[src/rtl/control_seq_pkg.sv]
// Shared constants for the microcoded control sequencer: control-word bit map,
// opcodes, microstep encoding and the fixed fetch words.
package control_seq_pkg;

    localparam int B_HLT = 15;
    localparam int B_MI  = 14;
    localparam int B_RI  = 13;
    localparam int B_RO  = 12;
    localparam int B_IO  = 11;
    localparam int B_II  = 10;
    localparam int B_AI  = 9;
    localparam int B_AO  = 8;
    localparam int B_EO  = 7;
    localparam int B_SU  = 6;
    localparam int B_BI  = 5;
    localparam int B_OI  = 4;
    localparam int B_CE  = 3;
    localparam int B_CO  = 2;
    localparam int B_J   = 1;
    localparam int B_FI  = 0;

    localparam logic [15:0] M_HLT = 16'(1) << B_HLT;
    localparam logic [15:0] M_MI  = 16'(1) << B_MI;
    localparam logic [15:0] M_RI  = 16'(1) << B_RI;
    localparam logic [15:0] M_RO  = 16'(1) << B_RO;
    localparam logic [15:0] M_IO  = 16'(1) << B_IO;
    localparam logic [15:0] M_II  = 16'(1) << B_II;
    localparam logic [15:0] M_AI  = 16'(1) << B_AI;
    localparam logic [15:0] M_AO  = 16'(1) << B_AO;
    localparam logic [15:0] M_EO  = 16'(1) << B_EO;
    localparam logic [15:0] M_SU  = 16'(1) << B_SU;
    localparam logic [15:0] M_BI  = 16'(1) << B_BI;
    localparam logic [15:0] M_OI  = 16'(1) << B_OI;
    localparam logic [15:0] M_CE  = 16'(1) << B_CE;
    localparam logic [15:0] M_CO  = 16'(1) << B_CO;
    localparam logic [15:0] M_J   = 16'(1) << B_J;
    localparam logic [15:0] M_FI  = 16'(1) << B_FI;

    typedef enum logic [3:0] {
        OP_NOP = 4'h0,
        OP_LDA = 4'h1,
        OP_ADD = 4'h2,
        OP_SUB = 4'h3,
        OP_STA = 4'h4,
        OP_LDI = 4'h5,
        OP_JMP = 4'h6,
        OP_JC  = 4'h7,
        OP_JZ  = 4'h8,
        OP_OUT = 4'hE,
        OP_HLT = 4'hF
    } opcode_e;

    localparam int STEPS = 5;

    localparam logic [2:0] T0 = 3'd0;
    localparam logic [2:0] T1 = 3'd1;
    localparam logic [2:0] T2 = 3'd2;
    localparam logic [2:0] T3 = 3'd3;
    localparam logic [2:0] T4 = 3'd4;

    localparam logic [15:0] FETCH_T0  = M_CO | M_MI;
    localparam logic [15:0] FETCH_T1  = M_RO | M_II | M_CE;
    localparam logic [15:0] HALT_WORD = M_HLT;

endpackage

[src/rtl/control_seq_microcode_rom.sv]
// Combinational microcode decode: control word and last-step flag for the
// current (microstep, opcode, flags). Unlisted opcodes decode as NOP.
module microcode_rom
    import control_seq_pkg::*;
(
    input  logic [2:0]  tstate,
    input  logic [3:0]  opcode,
    input  logic        cf,
    input  logic        zf,
    output logic [15:0] ctrl_word,
    output logic        last_step
);

    logic [2:0] last_idx;

    always_comb begin
        last_idx = T2;
        case (opcode)
            OP_ADD, OP_SUB: last_idx = T4;
            OP_LDA, OP_STA: last_idx = T3;
            default:        last_idx = T2;
        endcase
    end

    // Fetch steps never wrap; out-of-range step codes wrap to recover.
    always_comb begin
        case (tstate)
            T0, T1:  last_step = 1'b0;
            T2, T3:  last_step = (tstate >= last_idx);
            default: last_step = 1'b1;
        endcase
    end

    always_comb begin
        ctrl_word = '0;
        case (tstate)
            T0: ctrl_word = FETCH_T0;
            T1: ctrl_word = FETCH_T1;
            T2: begin
                case (opcode)
                    OP_LDA, OP_ADD, OP_SUB, OP_STA: ctrl_word = M_IO | M_MI;
                    OP_LDI: ctrl_word = M_IO | M_AI;
                    OP_JMP: ctrl_word = M_IO | M_J;
                    OP_JC:  ctrl_word = cf ? (M_IO | M_J) : '0;
                    OP_JZ:  ctrl_word = zf ? (M_IO | M_J) : '0;
                    OP_OUT: ctrl_word = M_AO | M_OI;
                    OP_HLT: ctrl_word = M_HLT;
                    default: ctrl_word = '0;
                endcase
            end
            T3: begin
                case (opcode)
                    OP_LDA:         ctrl_word = M_RO | M_AI;
                    OP_ADD, OP_SUB: ctrl_word = M_RO | M_BI;
                    OP_STA:         ctrl_word = M_AO | M_RI;
                    default:        ctrl_word = '0;
                endcase
            end
            T4: begin
                case (opcode)
                    OP_ADD:  ctrl_word = M_EO | M_AI | M_FI;
                    OP_SUB:  ctrl_word = M_EO | M_SU | M_AI | M_FI;
                    default: ctrl_word = '0;
                endcase
            end
            default: ctrl_word = '0;
        endcase
    end

endmodule

[src/rtl/control_seq.sv]
// Microstep sequencer: step counter, sticky halt register and reset handling
// around the combinational microcode ROM.
module control_seq
    import control_seq_pkg::*;
(
    input  logic        clk,
    input  logic        clr,
    input  logic [3:0]  opcode,
    input  logic        cf,
    input  logic        zf,
    output logic [15:0] ctrl,
    output logic [2:0]  tstate,
    output logic        halted
);

    logic [15:0] rom_word;
    logic        last_step;
    logic [2:0]  tstate_next;
    logic        halted_next;

    microcode_rom u_rom (
        .tstate    (tstate),
        .opcode    (opcode),
        .cf        (cf),
        .zf        (zf),
        .ctrl_word (rom_word),
        .last_step (last_step)
    );

    always_ff @(posedge clk) begin
        if (!clr) begin
            tstate <= T0;
            halted <= 1'b0;
        end else begin
            tstate <= tstate_next;
            halted <= halted_next;
        end
    end

    // HLT holds the counter at T2 instead of wrapping, then halted freezes it.
    always_comb begin
        tstate_next = tstate;
        halted_next = halted;
        if (!halted) begin
            if (tstate == T2 && opcode == OP_HLT) begin
                halted_next = 1'b1;
            end else if (last_step) begin
                tstate_next = T0;
            end else begin
                tstate_next = tstate + 3'd1;
            end
        end
    end

    always_comb begin
        if (!clr) begin
            ctrl = FETCH_T0;
        end else if (halted) begin
            ctrl = HALT_WORD;
        end else begin
            ctrl = rom_word;
        end
    end

endmodule

[config.mk]
export PLATFORM = sky130hd
export DESIGN_NAME = control_seq
export DESIGN_NICKNAME = d
export VERILOG_FILES = /design/src/rtl/control_seq_pkg.sv /design/src/rtl/control_seq_microcode_rom.sv /design/src/rtl/control_seq.sv
export SDC_FILE = /design/constraint.sdc
export NUM_CORES = 1
export LEC_CHECK = 0
export BUFFER_PORTS_ARGS = -buffer_cell sky130_fd_sc_hd__buf_4
export CAP_MARGIN = 10
export CORE_MARGIN = 4
export CORE_UTILIZATION = 39
export DETAILED_ROUTE_END_ITERATION = 10
export HOLD_SLACK_MARGIN = 0.02
export PLACE_DENSITY = 0.68
export SYNTH_ARGS = -nofsm -noshare
export SYNTH_HDL_FRONTEND = slang
export SYNTH_SLANG_ARGS = --single-unit
export TNS_END_PERCENT = 5
[constraint.sdc]
create_clock -name clk -period 1.9 [get_ports clk]
set_input_delay 0.095 -clock clk [delete_from_list [all_inputs] [get_ports clk]]
set_output_delay 0.095 -clock clk [all_outputs]
set_load 0.01 [all_outputs]
======== Word level (Yosys, flattened, before mapping) ========
Index checks and enable logic that the tools add are counted.
storage, ports and cells
  output and inout bits ................... 20
  logic and storage cells ................. 41
  register bits after elaboration ......... 4
  input bits .............................. 8
operators by class
  mux-type cells .......................... 13
  reduce and logical (&&, ||, !) cells .... 8
  equality and inequality tests ........... 14
  add/sub/neg operators ................... 1
  order comparisons ....................... 1
  bitwise logic cells ..................... 2
operators by type and width
  operator                                       count
  one-hot mux 16 bit (7 select lines)            1
  one-hot mux 16 bit (5 select lines)            1
  one-hot mux 14 bit (3 select lines)            1
  two-way mux 16 bit                             2
  two-way mux 12 bit                             2
  one-hot mux 10 bit (2 select lines)            1
  == test 4 x 3 -> 1 bit, second input constant  4
  == test 4 bit, second input constant           3
  == test 4 x 2 -> 1 bit, second input constant  2
  OR reduction 2 bit                             4
  == test 3 x 2 -> 1 bit, second input constant  2
  one-hot mux 3 bit (2 select lines)             1
  == test 4 x 1 -> 1 bit, second input constant  1
  OR reduction 4 bit                             1
  adder 3 x 1 -> 3 bit, second input constant    1
  == test 3 x 1 -> 1 bit, second input constant  1
  == test 3 bit, second input constant           1
  greater-or-equal comparator 3 bit              1
  zero test 3 bit                                1
  two-way mux 3 bit                              1
  two-way mux 1 bit                              2
  NOT 1 bit                                      2
  one-hot mux 1 bit (2 select lines)             1
  AND reduction 2 bit                            1
  logical AND 1 bit                              1

======== Longest topological paths before layout ========
Gate-level depths: netlist of run 1.
  word-level depth ........................ 6
  mapped depth ............................ 9

======== Hierarchy ========
Synthesis of run 1 repeated with hierarchy kept, for this count alone.
unflattened totals
  cell total of the unflattened synthesis .. 107
  area total of the unflattened synthesis .. 799.5 um2
modules (own cells, without submodules)
  module         cells an instance  area an instance (um2)  times used
  microcode_rom  59                 402.9                   1
  control_seq    48                 396.6                   1

======== Least setup slack after synthesis of run 1 ========
No wires, ideal clock.
  path type ............................... register to register
  from .................................... reg tstate[0]
  to ...................................... reg tstate[0]
  setup slack ............................. 0.214 ns
  buffers on the path ..................... 0
  setup time .............................. 0.117 ns
  arrival time ............................ 1.569 ns
  cell stages (with the launch flop) ...... 7
  cells stage by stage .................... dfxtp_1 > inv_1 > ha_1 > nor2b_2 > and4_4 > o21a_4 > a22o_1
on the way
  cells in the longest elaborated chain, start to end .. 4
  elaborated cells on any way between the ends .. 13
  classes of those cells .................. add/sub (1); order compare (1); eq/ne (3); mux (2); bitwise (1); reduce/logical (5)
ends and longest elaborated chain
  element                                                                    RTL line           RTL
  start: declaration                                                         control_seq.sv:12  output logic [2:0] tstate,
  start signal: assignment                                                   control_seq.sv:35  tstate <= tstate_next;
  branches (longest 4 deep; another with greater-or-equal comparator 3 bit)  n/a
Several ways; the timed one is not identified.
A chain may end at the register's enable or synchronous reset.

======== Worst setup path after layout of run 1 ========
  from .................................... reg tstate[0]
  to ...................................... out ctrl[9]
on the way
  cells in the longest elaborated chain, start to end .. 4
  elaborated cells on any way between the ends .. 8
  classes of those cells .................. eq/ne (4); mux (3); reduce/logical (1)
ends and longest elaborated chain
  element                                RTL line                         RTL
  == test 3 bit (tied with other cells)  control_seq_microcode_rom.sv:36  case (tstate)
  one-hot mux 16 bit (5 select lines) *  control_seq_microcode_rom.sv:36
  two-way mux 16 bit *                   control_seq.sv:58                end else if (halted) begin
  two-way mux 16 bit *                   control_seq.sv:56                if (!clr) begin
  end: declaration                       control_seq.sv:11                output logic [15:0] ctrl,
Every way passes the cells marked *; elsewhere a longest branch is shown, timed or not.

==> summary.txt, run 1 <==
Crit end category -> output pin
Max_cap viols -> 0
Min Tclk post-route -> 1.82 ns
Hold_buf cts -> 0
Vias in the first global route -> 634
H-tree depth -> 1
CP arrival -> 1.72 ns
Flop2flop setup slack -> 0.25 ns
Max Freq -> 0.550 GHz
First-pass GRT wire length -> 2.68 mm
Worst slew pin tran -> 0.273 ns
Crit Path Category -> flop to output pin
Crit-path cells -> ha_1 -> ha_1 -> mux2_2 -> a41o_1 -> buf_4
Post-CTS sizing -> 1
Startpoint types -> flop
Most frequent cell on the critical path -> ha_1
# DRC -> 0
Synth cell types -> 34
Setup TNS Final -> 0 ns
Top post-synthesis cells by area -> ha_1, dfxtp_1, buf_4
Stages on the worst setup path -> 5
Register area share after synthesis -> 12.6%
Mapped Cells -> 82
Layout cells sized above 1 -> 41.3%
Critical Path End -> ctrl[9]
Initial DRC Count -> 2
Top Family by Delay on Critical Path -> adder cells
Skew final -> 0.000241 ns
Status -> complete, no violations
Worst r2r path cells -> 6
Pin count of the biggest net entering global routing -> 10
Synth Warn # -> 0
Grt ovf -> 0
Mean post-synth cell area -> 7.77 um2
Sequential Area -> 82.6 um2
WP buf/inv -> 1
Antenna cells -> 0
CP max stage cell -> dfxtp_2
Reg2reg start -> tstate[0]$_SDFFE_PN0P_
RD Place Congestion -> 0.862
Vias per cell -> 5.37
Vias post-DR -> 671
Initial Utilization -> 41.8%
Multi-input logic area -> 503 um2
CTS Root Cell -> clkbuf_4
Worst reg2reg path endpoint -> tstate[1]$_SDFFE_PN0P_
RSZ-0062 raised after global routing -> false
Clock tree from TritonCTS -> yes
Reg clk slew, reported paths -> 0.03 ns
Hold Crit Class -> primary input to flop
Fin cells -> 125
Max_slew headroom -> 81.6%
CP required -> 1.80 ns
Ys async rst share -> 0%
Worst-skew pair later-pin latency -> 0.23 ns
TritonCTS Buffers -> 3
Initial antenna violation count -> 0
Post-DP Area -> 830 um2
FP Rows -> 14
Fin. Hold Viols -> 0
Layout net count -> 127
Yosys reg bits -> 4
Final worst path period share -> 95.6%
Detailed Place HPWL -> 1.30 mm
GR Util All Layers -> 13.5%
Yosys top cell by area -> ha_1
Pwr Density -> 964 mW/mm2
P_leak -> 0.000415 uW
Max clock buf depth -> 2
DIE HEIGHT -> 48.4 um
Post-synthesis cell area -> 637 um2
CP max stage delay -> 0.34 ns
Final WL -> 1.56 mm
CTS Sinks -> 4
EDFF count, synth -> 0
Die Span X -> 48.4 um
Routed Antenna Nets -> 0
Final Max Slew Viols -> 0
Yosys top cell area share -> 15.7%
I/O Pins -> 28
Total core area -> 0.00152 mm2
Final Util -> 57.0%
Placed Cells incl. Taps -> 122
Cell area after layout -> 868 um2
# fillers -> 157
Final setup vio count -> 0
First-pass DRT Iterations -> 2
Syn_nets -> 98
Crit path from -> tstate[0]$_SDFFE_PN0P_
WL/cell -> 12.5 um
Die ar. -> 0.00234 mm2
CP Max Fanout -> 6
IO Port Bufs -> 27
Postcts setup bufs -> 0
Synth-to-layout area growth -> 36.3%
Top FF cell, synth -> dfxtp_1
Max IR drop VDD -> 0.714 mV
[power by group]
part	total (uW)	switching (uW)	internal [uW]
clock	100	30.1	70.3
sequential	150	36.5	113
combinational	586	283	304
total	837	349	488
[cell usage after synthesis (2+ instances only)]
cell	number
o211ai_1	2
buf_4	4
nand2b_1	3
nor2b_1	4
ha_1	8
o21ai_0	3
and3_1	2
dfxtp_1	4
nand3_1	3
inv_1	4
a21oi_1	3
nor2_1	7
a22o_1	2
buf_6	2
nand2_1	8
nor3_1	4
nor3_2	2
[state kept, by name, indices dropped and copies added, names as in the netlist]
register and flops:
tstate 3, halted 1
[cell type report]
| class | instances | share of cell area (%) |
|---|---|---|
| multi-input cells | 68 | 57.9 |
| repair buffers | 30 | 25.9 |
| flip-flops and latches | 4 | 9.51 |
| clock buffers | 3 | 2.59 |
| well taps | 16 | 2.31 |
| inverters | 4 | 1.73 |
[kinds of logic after synthesis]
logic type / share of synthesized area (%)
xor+xnor: 1.38
fa+ha+maj: 15.7
mux: 1.77
compound gates: 20.4
buf+inv: 10.6
simple gates: 37.5
flops: 12.6
[routing by layer]
layer  part of all wire, %  up-vias  track usage, %
li1                      -      354               -
met1                    46      305            16.4
met2                    50       12            22.4
met3                   3.1        0            3.37
met4                     0        0            5.53
met5                     0        -               0
[metrics by stage]
step	total power, uW	hold WS (ns)	setup WS, ns
after floorplan	483	0.213	0.214
after global placement	706	0.354	0.225
after detailed placement	708	0.366	0.174
after CTS	821	0.124	0.0229
after global routing	917	0.148	0.0127
final	837	0.131	0.0834
[how the worst min path moves through the flow]
stage                        end  from  depth (start not counted)
6_report       halted$_SDFF_PN0_   clr                          2
5_1_grt        halted$_SDFF_PN0_   clr                          2
4_1_cts        halted$_SDFF_PN0_   clr                          2
3_5_place_dp   halted$_SDFF_PN0_   clr                          2
3_3_place_gp   halted$_SDFF_PN0_   clr                          2
2_1_floorplan  halted$_SDFF_PN0_   clr                          1
[worst reg2reg max path, stage by stage, from the launching register on]
cell and delay, ns:
dfxtp_2 0.34, ha_1 0.23, ha_1 0.27, o221ai_1 0.22
o41ai_1 0.10, buf_4 0.15, a32o_1 0.23
[placed cells by master (no fill, tap or decap), types with 2 or more instances in the layout]
cell / instances
inv_1: 4
clkbuf_4: 3
nor3_2: 2
a21oi_1: 3
buf_4: 30
ha_1: 7
nor3_1: 4
and3_1: 2
o21ai_0: 3
nor2b_1: 4
nand2_1: 8
o211ai_1: 2
dfxtp_2: 2
nand3_1: 3
nor2_1: 7
dfxtp_1: 2
nand2b_1: 3
a22o_1: 2
Note: power is estimated with default switching activity, not from simulation.
==> inputs of run 2 (changes only) <==
- CTS_BUF_LIST: not set -> sky130_fd_sc_hd__clkbuf_8 sky130_fd_sc_hd__clkbuf_16
==> run 2 against run 1 <==
  * Clock power up 74%
  * Total power up 8.7%
  * Wire length up 2.6%
  * Clock-buffer cell count unchanged
  * Register-to-register slack about the same
  * Critical endpoint unchanged
  * Critical path type unchanged
  * Utilization up 1.1 points
==> summary.txt, run 2 (synthesized netlist as in run 1, its figures left out) <==
Crit end category -> output pin
Pwr Density -> 1030 mW/mm2 (+6.7%)
RD Place Congestion -> 0.862 (unchanged)
CP Max Fanout -> 6 (unchanged)
Fin. Hold Viols -> 0 (unchanged)
Largest regs -> tstate: 3 flops, halted: 1 flops
Commonest non-fill, non-tap cell in the layout -> buf_4
CTS Root Cell -> clkbuf_8
CP required -> 1.80 ns (about the same)
Post-DP Area -> 830 um2 (unchanged)
Layout cells sized above 1 -> 40.4% (-0.92 points)
GR Util All Layers -> 14.3% (+0.82 points)
Final worst path period share -> 95.2% (-0.39 points)
Skew final -> 0.00139 ns (+0.00115 ns)
First-pass DRT Iterations -> 2 (unchanged)
Initial antenna violation count -> 0 (unchanged)
Vias in the first global route -> 636 (+0.32%)
Multi-input logic area -> 500 um2 (-0.50%)
Grt ovf -> 0 (unchanged)
Final setup vio count -> 0 (unchanged)
Max_cap viols -> 0 (unchanged)
Cell area after layout -> 885 um2 (+1.9%)
Worst-skew pair later-pin latency -> 0.21 ns (-0.02 ns)
Max reg flops -> 3 (unchanged)
Max_slew headroom -> 81.6% (about the same)
Reg clk slew, reported paths -> 0.03 ns (about the same)
Initial DRC Count -> 1 (-1)
Pin count of the biggest net entering global routing -> 10 (unchanged)
RSZ-0062 raised after global routing -> false
Min Tclk post-route -> 1.81 ns (-0.00746 ns)
Layout net count -> 127 (unchanged)
Startpoint types -> flop
Clock tree from TritonCTS -> yes
I/O Pins -> 28 (unchanged)
Top reg by flops -> tstate
Worst slew pin tran -> 0.273 ns (+0.00000787 ns)
# DRC -> 0 (unchanged)
Total core area -> 0.00152 mm2 (unchanged)
Hold Crit Class -> primary input to flop
Antenna cells -> 0 (unchanged)
Max clock buf depth -> 2 (unchanged)
Synth-to-layout area growth -> 38.9%
Final WL -> 1.60 mm (+2.6%)
First-pass GRT wire length -> 2.73 mm (+1.5%)
Crit Path Category -> flop to output pin
WL/cell -> 12.8 um (+2.6%)
FP Rows -> 14 (unchanged)
H-tree depth -> 1 (unchanged)
Vias per cell -> 5.42 (+1.0%)
P_leak -> 0.000425 uW (+2.3%)
Initial Utilization -> 41.8% (unchanged)
# fillers -> 152 (-3.2%)
Vias post-DR -> 678 (+1.0%)
Most frequent cells in the layout -> buf_4, nand2_1, ha_1, nor2_1
IO Port Bufs -> 27 (unchanged)
TritonCTS Buffers -> 3 (unchanged)
Max IR drop VDD -> 0.776 mV (+8.6%)
Sequential Area -> 82.6 um2 (unchanged)
Setup TNS Final -> 0 ns (unchanged)
CP arrival -> 1.71 ns (about the same)
Status -> complete, no violations
Die ar. -> 0.00234 mm2 (unchanged)
Max Freq -> 0.553 GHz (+0.41%)
DIE HEIGHT -> 48.4 um (unchanged)
Routed Antenna Nets -> 0 (unchanged)
CTS Sinks -> 4 (unchanged)
Final Max Slew Viols -> 0 (unchanged)
Detailed Place HPWL -> 1.30 mm (unchanged)
Die Span X -> 48.4 um (unchanged)
[run 2: changes by cell type in the layout (fill, tap and decap cells not counted)]
cell      previous run  this run
ha_2                 1         0
clkbuf_8             0         3
ha_1                 7         8
clkbuf_4             3         0
[run 2: report_power, final]
group,switching (uW),internal [uW],total (uW),leakage [uW]
Sequential,36.9,114,150,0.0000333
Clock,39.5,135,174,0.0000216
Combinational,283,302,585,0.000370
Total,360,550,909,0.000425
[run 2: final timing paths]
check | end | slack [ns] | cells past startpoint | start
worst min-delay path | halted$_SDFF_PN0_ | 0.15 | 2 | clr
worst min register to register | tstate[1]$_SDFFE_PN0P_ | 0.53 | 1 | tstate[1]$_SDFFE_PN0P_
worst max-delay path | ctrl[9] | 0.09 | 6 | tstate[0]$_SDFFE_PN0P_
worst max register to register | tstate[1]$_SDFFE_PN0P_ | 0.25 | 6 | tstate[0]$_SDFFE_PN0P_
[run 2: worst max-delay path, stage by stage (launching register included)]
cell and delay [ns]:
dfxtp_2 0.36, inv_1 0.09, ha_1 0.26, nor2b_4 0.16
mux2_2 0.26, a41o_1 0.23, buf_4 0.14
[run 2: repair_timing]
action / CTS / global route
buffers inserted: 0 / 0
setup endpoints to repair: 1 / 6
hold buffers: 0 / 0
gates resized for setup: 1 / 3
[run 2: per-layer routing]
| layer | part of all wire (%) | global-route usage (%) | wire, um |
|---|---|---|---|
| met5 | 0 | 0 | 0 |
| met4 | 3.2 | 11.1 | 51 |
| met3 | 3.7 | 3.37 | 59 |
| met1 | 45 | 16.4 | 724 |
| met2 | 48 | 22.6 | 764 |
[run 2: final cells by class]
cell class                      count  area share (%)
Clock buffer                        3            4.67
Multi-Input combinational cell     68            56.6
Timing Repair Buffer               30            25.5
Inverter                            4            1.70
Tap cell                           16            2.26
Sequential cell                     4            9.34
[run 2: metrics by stage]
stage / util, % / total power, uW / hold WS (ns) / std cells / worst slack, ns
2_1_floorplan: - / 483 / 0.213 / 82 / 0.214
3_3_place_gp: 54.4 / 706 / 0.354 / 122 / 0.225
5_1_grt: 58.0 / 988 / 0.171 / 125 / 0.000920
3_5_place_dp: 54.4 / 708 / 0.366 / 122 / 0.174
4_1_cts: 57.2 / 895 / 0.142 / 125 / 0.0432
6_report: 58.0 / 909 / 0.146 / 125 / 0.0909
==> inputs of run 3 (changes only) <==
- CORE_MARGIN: 4 -> 2
==> run 3 against run 2 <==
  * Global-route usage grew 2.7 points
  * Die area is 16% lower
  * Clock-buffer cell count did not move
  * Non-clock buffer count is 2 lower
  * Via count up 0.88%
  * Utilization stayed put
  * Largest power group unchanged
  * Highest routed layer unchanged
==> summary.txt, run 3 (synthesized netlist as in run 1, its figures left out) <==
Postcts setup bufs -> 0 (unchanged)
P_leak -> 0.000414 uW (-2.5%)
Crit-path cells -> ha_1 -> ha_1 -> mux2_2 -> a41o_1 -> buf_4
Worst r2r path cells -> 6 (unchanged)
Crit end category -> output pin
WP buf/inv -> 1 (-1)
Synth-to-layout area growth -> 38.9% (unchanged)
CP required -> 1.80 ns (about the same)
Flop2flop setup slack -> 0.20 ns (-0.05 ns)
Initial Utilization -> 41.8% (unchanged)
Die ar. -> 0.00197 mm2 (-16%)
Max IR drop VDD -> 0.677 mV (-13%)
Clock tree from TritonCTS -> yes
Vias per cell -> 5.56 (+2.5%)
Worst Hold Depth -> 2 (unchanged)
CP arrival -> 1.72 ns (about the same)
Gate power share -> 63.9% (-0.4 points)
Fin. Hold Viols -> 0 (unchanged)
Vias post-DR -> 684 (+0.88%)
Internal power -> 557 uW (+1.4%)
Final setup vio count -> 0 (unchanged)
Most frequent cells in the layout -> buf_4, nand2_1, nor2_1, ha_1
Commonest non-fill, non-tap cell in the layout -> buf_4
CP max stage cell -> dfxtp_2
Initial antenna violation count -> 0 (unchanged)
Reg2reg start -> tstate[0]$_SDFFE_PN0P_
Detailed Place HPWL -> 1.22 mm (-6.4%)
Final Max Slew Viols -> 0 (unchanged)
Layout cells sized above 1 -> 42.1% (+1.7 points)
TritonCTS Buffers -> 3 (unchanged)
Worst slew pin tran -> 0.277 ns (+0.00385 ns)
Max_cap viols -> 0 (unchanged)
Clk pwr share -> 19.6% (+0.5 points)
Largest regs -> tstate: 3 flops, halted: 1 flops
IO Port Bufs -> 27 (unchanged)
Endpoint with the worst hold slack -> halted$_SDFF_PN0_
First-pass DRT Iterations -> 4 (+2)
Worst-skew pair later-pin latency -> 0.22 ns (about the same)
Max_slew headroom -> 81.3% (-0.26 points)
FP Rows -> 14 (unchanged)
Sequential power share -> 16.6% (about the same)
RSZ-0062 raised after global routing -> false
Worst hold path startpoint -> clr
RD Place Congestion -> 0.827 (-4.1%)
CTS Root Cell -> clkbuf_8
First-pass GRT wire length -> 2.42 mm (-11%)
Total core area -> 0.00152 mm2 (unchanged)
Startpoint types -> flop
Placed Cells incl. Taps -> 120 (-1.6%)
WL/cell -> 12.6 um (-1.3%)
GR Util All Layers -> 17.0% (+2.7 points)
Vias in the first global route -> 583 (-8.3%)
Final WL -> 1.55 mm (-2.9%)
Fin cells -> 123 (-1.6%)
Pwr Density -> 1060 mW/mm2 (+3.1%)
Top Family by Delay on Critical Path -> adder cells
Final Util -> 58.0% (unchanged)
CP Max Fanout -> 6 (unchanged)
Skew final -> 0.00631 ns (+0.00492 ns)
Top reg by flops -> tstate
CP max stage delay -> 0.33 ns (-0.03 ns)
Reg clk slew, reported paths -> 0.04 ns (about the same)
Final worst path period share -> 95.3% (+0.11 points)
Setup TNS Final -> 0 ns (unchanged)
Status -> complete, no violations
Min Tclk post-route -> 1.81 ns (+0.00211 ns)
Sw Share -> 40.6% (+1.0 points)
# DRC -> 0 (unchanged)
DIE HEIGHT -> 44.4 um (-8.3%)
Max clock buf depth -> 2 (unchanged)
Initial DRC Count -> 10 (+9)
Sw power -> 380 uW (+5.8%)
Crit Path Category -> flop to output pin
Die Span X -> 44.4 um (-8.3%)
Most frequent cell on the critical path -> ha_1
Antenna cells -> 0 (unchanged)
Max Freq -> 0.552 GHz (-0.12%)
Routed Antenna Nets -> 0 (unchanged)
Layout net count -> 125 (-1.6%)
Max reg flops -> 3 (unchanged)
Worst reg2reg path endpoint -> tstate[1]$_SDFFE_PN0P_
H-tree depth -> 1 (unchanged)
Hold Crit Class -> primary input to flop
I/O Pins -> 28 (unchanged)
Pin count of the biggest net entering global routing -> 10 (unchanged)
CTS Sinks -> 4 (unchanged)
Grt ovf -> 0 (unchanged)
==> run 3: layer usage <==
layer	GRT usage, %	share of wire, %	wire, um	vias up
met5	0	0	0	-
met4	7.27	1.2	19	0
met3	4.90	5.7	88	2
met2	29.4	51	785	20
met1	19.5	42	660	314
li1	-	-	-	348
==> run 3: power by group through the flow <==
stage	registers [uW]	clock network [uW]	logic, uW
after floorplan	153	0	330
after global placement	147	0	534
after detailed placement	152	0	536
after CTS	152	185	555
after global routing	162	194	660
final	155	184	599
==> run 3: how the worst max path moves through the flow <==
stage / start / endpoint / slack (ns) / depth (start not counted)
final: tstate[0]$_SDFFE_PN0P_ / ctrl[9] / 0.09 / 5
after global routing: tstate[0]$_SDFFE_PN0P_ / ctrl[9] / 0.01 / 5
after CTS: tstate[0]$_SDFFE_PN0P_ / ctrl[9] / 0.02 / 6
after detailed placement: tstate[0]$_SDFFE_PN0P_ / tstate[1]$_SDFFE_PN0P_ / 0.10 / 7
after global placement: tstate[0]$_SDFFE_PN0P_ / tstate[1]$_SDFFE_PN0P_ / 0.15 / 7
after floorplan: tstate[0]$_SDFFE_PN0P_ / tstate[0]$_SDFFE_PN0P_ / 0.21 / 6
==> run 3: layout make-up <==
type / count / area [um2]
clock buffers: 3 / 41.3
repair buffers: 28 / 210
fillers: 150 / 639
multi-input cells: 68 / 514
well taps: 16 / 20.0
flip-flops and latches: 4 / 83.8
inverters: 4 / 15.0
==> run 3: worst reg2reg max path: stages, from the launching register on <==
cell,delay (ns)
dfxtp_2,0.33
ha_1,0.25
ha_1,0.27
o221ai_1,0.24
o41ai_1,0.11
buf_4,0.15
a32o_1,0.23
==> run 3: through the flow <==
| step | cell area [um2] | hold slack, ns | total power (uW) | setup WS, ns |
|---|---|---|---|---|
| floorplan | 637 | 0.213 | 483 | 0.214 |
| global placement | 815 | 0.355 | 681 | 0.152 |
| detailed placement | 815 | 0.359 | 688 | 0.100 |
| CTS | 863 | 0.131 | 892 | 0.0203 |
| global route | 885 | 0.138 | 1020 | 0.0125 |
| finish | 885 | 0.132 | 938 | 0.0887 |
==> run 3: what timing repair did <==
action                     CTS  global route
hold endpoints to repair     0             0
resized for setup            2             6
hold buffers                 0             0
setup endpoints to repair    3             7
pin swaps                    0             1
